`src/rtl/tick_sched.sv`:
```
// rtl/tick_sched.sv - programmable tick / divided-clock scheduler with boundary-aligned divisor updates
//
// Generates a one-cycle tick every cur_div clocks and a square div_clk that
// toggles on each tick. Divisor changes while running are held in a pending
// register and applied only at a period wrap, so no period is ever truncated.
//
// Ports:
//   clk       - system clock, rising edge
//   reset     - synchronous active-low reset
//   en        - run request (level)
//   cfg_valid - divisor update request
//   cfg_div   - requested divisor
//   cfg_ready - divisor can be accepted this cycle (low while one is pending)
//   cfg_err   - one-cycle pulse after a zero divisor is accepted
//   tick      - one-cycle strobe at each period wrap
//   div_clk   - square wave, period 2*cur_div
//   running   - block is not idle
//   cur_div   - divisor currently in effect
module tick_sched #(
    parameter int WIDTH       = 16,
    parameter int DEFAULT_DIV = 1
) (
    input  logic             clk,
    input  logic             reset,
    input  logic             en,
    input  logic             cfg_valid,
    input  logic [WIDTH-1:0] cfg_div,
    output logic             cfg_ready,
    output logic             cfg_err,
    output logic             tick,
    output logic             div_clk,
    output logic             running,
    output logic [WIDTH-1:0] cur_div
);

    typedef enum logic [1:0] {
        IDLE = 2'd0,
        RUN  = 2'd1,
        PEND = 2'd2
    } state_t;

    state_t           state, state_n;
    logic [WIDTH-1:0] cnt, cnt_n;
    logic [WIDTH-1:0] pend, pend_n;
    logic [WIDTH-1:0] cur_div_n;
    logic             tick_n;
    logic             div_clk_n;
    logic             cfg_err_n;

    logic             hs;
    logic             hs_nz;
    logic             wrap;

    assign cfg_ready = (state != PEND);
    assign running   = (state != IDLE);
    assign hs        = cfg_valid & cfg_ready;
    assign hs_nz     = hs & (cfg_div != '0);
    // cur_div is never zero, so the subtraction cannot underflow.
    assign wrap      = (cnt == cur_div - WIDTH'(1));

    always_ff @(posedge clk) begin
        if (!reset) begin
            state   <= IDLE;
            cnt     <= '0;
            pend    <= '0;
            cur_div <= WIDTH'(DEFAULT_DIV);
            tick    <= 1'b0;
            div_clk <= 1'b0;
            cfg_err <= 1'b0;
        end else begin
            state   <= state_n;
            cnt     <= cnt_n;
            pend    <= pend_n;
            cur_div <= cur_div_n;
            tick    <= tick_n;
            div_clk <= div_clk_n;
            cfg_err <= cfg_err_n;
        end
    end

    always_comb begin
        state_n   = state;
        cnt_n     = cnt;
        pend_n    = pend;
        cur_div_n = cur_div;
        tick_n    = 1'b0;
        div_clk_n = div_clk;
        // A zero divisor is still a completed handshake; it only flags an error.
        cfg_err_n = hs & (cfg_div == '0);

        case (state)
            IDLE: begin
                cnt_n     = '0;
                div_clk_n = 1'b0;
                // Written before the first period, so a same-edge en rise uses it.
                if (hs_nz) begin
                    cur_div_n = cfg_div;
                end
                if (en) begin
                    state_n = RUN;
                end
            end

            RUN, PEND: begin
                if (!en) begin
                    // Stop wins over a same-edge wrap: no tick, outputs forced low.
                    state_n   = IDLE;
                    cnt_n     = '0;
                    div_clk_n = 1'b0;
                    if (state == PEND) begin
                        cur_div_n = pend;
                    end else if (hs_nz) begin
                        cur_div_n = cfg_div;
                    end
                end else begin
                    if (wrap) begin
                        cnt_n     = '0;
                        tick_n    = 1'b1;
                        div_clk_n = ~div_clk;
                        if (state == PEND) begin
                            cur_div_n = pend;
                            state_n   = RUN;
                        end
                    end else begin
                        cnt_n = cnt + WIDTH'(1);
                    end
                    // Only reachable in RUN since cfg_ready is low in PEND.
                    if (hs_nz) begin
                        pend_n  = cfg_div;
                        state_n = PEND;
                    end
                end
            end

            default: begin
                state_n = IDLE;
            end
        endcase
    end

endmodule
```
`config.mk`:
```
export PLATFORM = sky130hd
export DESIGN_NAME = tick_sched
export DESIGN_NICKNAME = d
export VERILOG_FILES = /design/src/rtl/tick_sched.sv
export SDC_FILE = /design/constraint.sdc
export NUM_CORES = 1
export LEC_CHECK = 0
export CORE_ASPECT_RATIO = 1.1
export CORE_UTILIZATION = 44
export CTS_BUF_LIST = sky130_fd_sc_hd__clkbuf_2
export DETAILED_ROUTE_END_ITERATION = 16
export DONT_BUFFER_PORTS = 1
export PLACE_DENSITY = 0.59
export SLEW_MARGIN = 20
export SYNTH_ARGS = -nofsm -noshare
export SYNTH_HDL_FRONTEND = slang
export SYNTH_SLANG_ARGS = --single-unit
```
`constraint.sdc`:
```
create_clock -name clk -period 6.29 [get_ports clk]
set_input_delay 0.629 -clock clk [delete_from_list [all_inputs] [get_ports clk]]
set_output_delay 0.629 -clock clk [all_outputs]
set_load 0.05 [all_outputs]
```
# ---- Word level (Yosys, flattened, before mapping)
# Cells that the tools add are included.
dict set report word_totals {
  reg_bits 53
  latchBits 0
  mem_bits_rw 0
  mem_bits_ro 0
  n_memories 0
}
dict set report op_classes {
  n_addsub 2
  multipliers 0
  div_mod_pow 0
  magnitude_cmp 0
  n_eq_ne 9
  n_shift 0
  mux 19
  bitwise 4
  reduce_logical 11
}
# op count
set op_table {}
lappend op_table {{$mux 16} 7}
lappend op_table {{$pmux 16 s2} 2}
lappend op_table {{$add 16x1->16 const B} 1}
lappend op_table {{$eq 16x16->1} 1}
lappend op_table {{$logic_not 16->1} 1}
lappend op_table {{$reduce_bool 16->1} 1}
lappend op_table {{$sub 16x1->16 const B} 1}
lappend op_table {{$reduce_and 3->1} 4}
lappend op_table {{$mux 2} 5}
lappend op_table {{$ne 4x4->1 const B} 2}
lappend op_table {{$ne 3x3->1 const B} 2}
lappend op_table {{$ne 2x2->1 const B} 2}
lappend op_table {{$pmux 2 s2} 1}
lappend op_table {{$reduce_bool 2->1} 2}
lappend op_table {{$and 1x1->1} 3}
lappend op_table {{$mux 1} 3}
lappend op_table {{$eq 2x1->1 const B} 1}
lappend op_table {{$eq 2x2->1 const B} 1}
lappend op_table {{$logic_not 2->1} 1}
lappend op_table {{$pmux 1 s2} 1}
lappend op_table {{$reduce_and 2->1} 1}
lappend op_table {{$reduce_or 2->1} 1}
lappend op_table {{$not 1->1} 1}

# ---- Depth between registers and ports, before layout
dict set report depth {
  depth_word 7
  mapped_depth 11
}

# ---- Worst setup path before layout
# OpenSTA, ideal clock, no wires.
dict set report synth_timing {
  path_kind {reg-to-reg}
  start {register cur_div[0]}
  end {register cur_div[2]}
  setup_ns 0.119
  arrival_time_ns 3.005
  path_slack_ns 3.166
  stages_incl_launch_ff 12
  path_buffers 2
  path_cell_list {dfxtp_1 > inv_1 > ha_1 > nor2b_1 > or3_1 > a31oi_1 > nand4_1 > or4_4 > and2_4 > buf_6 > buf_8 > o221a_1}
}
dict set report synth_between {
  elab_chain_cells 4
}
# item line_no
set synth_rtl {}
lappend synth_rtl {{start: declaration} 33} ;# output logic [WIDTH-1:0] cur_div
lappend synth_rtl {{start signal: assignment} 66} ;# cur_div <= WIDTH'(DEFAULT_DIV);
lappend synth_rtl {{start signal: assignment} 74} ;# cur_div <= cur_div_n;
lappend synth_rtl {{$sub 16x1->16} 59} ;# assign wrap = (cnt == cur_div - WIDTH'(1));
lappend synth_rtl {{$eq 16x16->1} 59}
lappend synth_rtl {{$ne 3x3->1 (no line)} -}
lappend synth_rtl {{$reduce_and 3->1 (no line)} -}
# No other way between the ends.
# A chain may end at the register's enable or synchronous reset.

# ---- Final worst setup path
dict set report layout_timing {
  start {register cur_div[0]}
  end {register cur_div[4]}
}
# Same word-level chain as after synthesis.

==> flow_summary.ini <==
[min_path]
whs_path_depth = 1
hold_path.class = input port to flip-flop

[sta]
tightest_slew_ns = 1.02
fmax_ghz = 0.290
rsz0062_at_grt = no
fin_crit_ns = 3.44
drv_slew = 0
skew_ns = 0.0478
post-route-period-util_pct = 54.8
hold_viol_final = 0
finalSetupTns_ns = 0
finalSetupViolCount = 0
slew_headroom_pct = 31.6

[drt]
vias = 2624
drt_pass1_iterations = 4
wl_per_cell_um = 17.5
drtIter0Drc = 154
drc = 0
detail-route-antenna-nets = 0
wl_um = 7700
via_per_inst = 5.95

[yosys]
ys_seq_area_share_pct = 34.5
synth_top_area_cell = dfxtp_1
syn_inst = 372
synth_adder_area_share_pct = 2.44
yosysWarnings = 0
muxShareOfSynthArea_pct = 1.67
synth-compound-area-share_pct = 17.4
synth-edff-count = 0
synth-simple-area-share_pct = 30.5
synth_area_sq_um = 3080
synthTopCellsByArea = dfxtp_1 34%, a21oi_1 5.7%, nand2_1 4.9%
synthArstFlopShare_pct = 0
synth_top_family_by_area = simple AND/OR/NAND/NOR gates
netlist.area_leader.share_pct = 34.5
synthXorXnorAreaFrac_pct = 8.53
synth-seq-cells = 53
ys_types = 61
syn_nets = 398
synthFlopType = dfxtp_1
syn_area_per_cell_sq_um = 8.28

[clock_tree]
clk_latency_ns = 0.46
cts-root-buf = clkbuf_2
numCtsBuffers = 5
clk_pin_slew_worst_paths_ns = 0.31
post_cts_buffers = 0
cts_sinks = 53
htree_levels = 2
ctsResizeCount = 0
cts-hold-fix-buffers = 0
tritoncts = yes
clock_path_buffers = 2

[layout]
mostFrequentLayoutCells = 53 x dfxtp_1, 40 x nand2_1, 38 x nor2_1
drive_gt1_share_pct = 8.36
nNetsFinal = 384
utilization_pct = 46.7
area_delta_synth_final_pct = 1.14
stdcell_count = 441
final_common_cell = dfxtp_1
n_antenna_cell = 0

[floorplanning]
coreArea_sq_um = 6670
die-width_um = 81.8
fp-row-count = 31
io_pins = 41
die_area_sq_um = 7340
start_util_pct = 46.2
die_y_um = 89.7

[placement]
dp_cells = 433
dp_hpwl_um = 5530
io_buffers = 0
globalplace.congestion = 0.866

[pwr]
p_sw_share_pct = 53.1
p_leak_nw = 1.11
max-vdd-ir-drop_mv = 0.186
p_total_mw = 1.44
pwr-share-comb_pct = 42.5
p_switching_uw = 764
p_clk_share_pct = 10.0
p_per_area_nw_per_um2 = 462
p_int_uw = 675
pwr-share-seq_pct = 47.5

[global_routing]
antenna_found_initial = 0
grt_pass1_wl_um = 12000
grt-ovfl-total = 0
grt_max_degree = 36
gr-usage-all-layers_pct = 21.1
grt_pass1_vias = 2254

[flow_run]
maxCapViolCount = 0

[setup_path]
setup.worst_path.end_class = flip-flop
crit_type = flip-flop to flip-flop
crit_fanout = 15
cp.required_ns = 6.71
cp_cell_sequence = inv_1 -> ha_1 -> nor3b_2 -> nand2_1 -> o311ai_0 -> o221ai_1 -> or4_4 -> a21oi_4 -> o221a_1
r2r_end = cur_div[4]$_SDFFE_PN0P_
ff2ff_path_depth = 9
r2r_slack_ns = 2.85
crit_arrival_ns = 3.86
cp.depth = 9
cp-startpoint = cur_div[0]$_SDFFE_PN1P_
crit_slowest_cell = dfxtp_1
cp-endpoint = cur_div[4]$_SDFFE_PN0P_
reg2reg_from = cur_div[0]$_SDFFE_PN1P_
critPathMaxStageDelay_ns = 0.63
crit_family = compound AO/OA/AOI/OAI gates
worstSetupStartpointType = flip-flop
crit_buf_inv = 1

[status]
outcome = complete, no violations
-- cell families (layout without fill, tap and decap cells) --
family,count (synthesis),in the layout
fa+ha+maj,6,6
xor+xnor,30,30
simple gates,174,174
flops,53,53
buf+inv,30,17
mux,5,5
compound gates,74,74
-- power by group through the flow --
stage                     clock network [mW]  logic, mW  registers (mW)
after floorplan                            0      0.554           0.640
after detailed placement                   0      0.605           0.692
after global routing                   0.158      0.666           0.701
final                                  0.145      0.611           0.683
after CTS                              0.151      0.609           0.684
after global placement                     0      0.603           0.688
-- per-layer routing --
metal / routed length, um / vias to the layer above / GRT usage [%]
li1: - / 1319 / -
met1: 3560 / 1231 / 29.4
met2: 3520 / 65 / 31.1
met3: 494 / 9 / 5.69
met4: 125 / 0 / 6.43
met5: 0 / - / 0
-- Yosys cell counts, types with 7 or more instances --
library cell,n
xnor2_1,16
dfxtp_1,53
nand4_1,8
o221a_1,10
inv_1,8
nor2_1,38
xor2_1,14
nand3_1,11
and3_1,12
a21oi_1,35
nand2_1,40
clkbuf_1,16
nor4_1,7
nor3_1,23
-- state kept, by name (all words and copies together) (netlist names) --
signal	count
cnt	16
cur_div	16
pend	16
state	2
cfg_err	1
div_clk	1
tick	1
-- stage by stage --
stage          cell area [sq um]  worst slack, ns  hold WS (ns)
6_report                    3110             2.85         0.206
3_5_place_dp                3070             2.93         0.447
3_3_place_gp                3060             2.98         0.442
4_1_cts                     3110             2.86         0.184
5_1_grt                     3110             2.64         0.164
2_1_floorplan               3080             3.17         0.437
-- worst min-delay path by stage --
stage                                startpoint                 endpoint
final                                     reset  cur_div[0]$_SDFFE_PN1P_
after global routing                      reset  cur_div[0]$_SDFFE_PN1P_
after CTS                                 reset  cur_div[0]$_SDFFE_PN1P_
after detailed placement  pend[10]$_SDFFE_PN0P_    pend[10]$_SDFFE_PN0P_
after global placement     pend[7]$_SDFFE_PN0P_     pend[7]$_SDFFE_PN0P_
after floorplan            pend[0]$_SDFFE_PN0P_     pend[0]$_SDFFE_PN0P_
-- final cells by class --
| class | instances | area, sq um |
|---|---|---|
| fillers | 665 | 3560 |
| multi-input cells | 289 | 1870 |
| flip-flops and latches | 53 | 1060 |
| well taps | 82 | 103 |
| inverters | 9 | 33.8 |
| clock buffers | 5 | 25.0 |
| clock inverters | 3 | 20.0 |
Power figures use the tool's default switching activity.
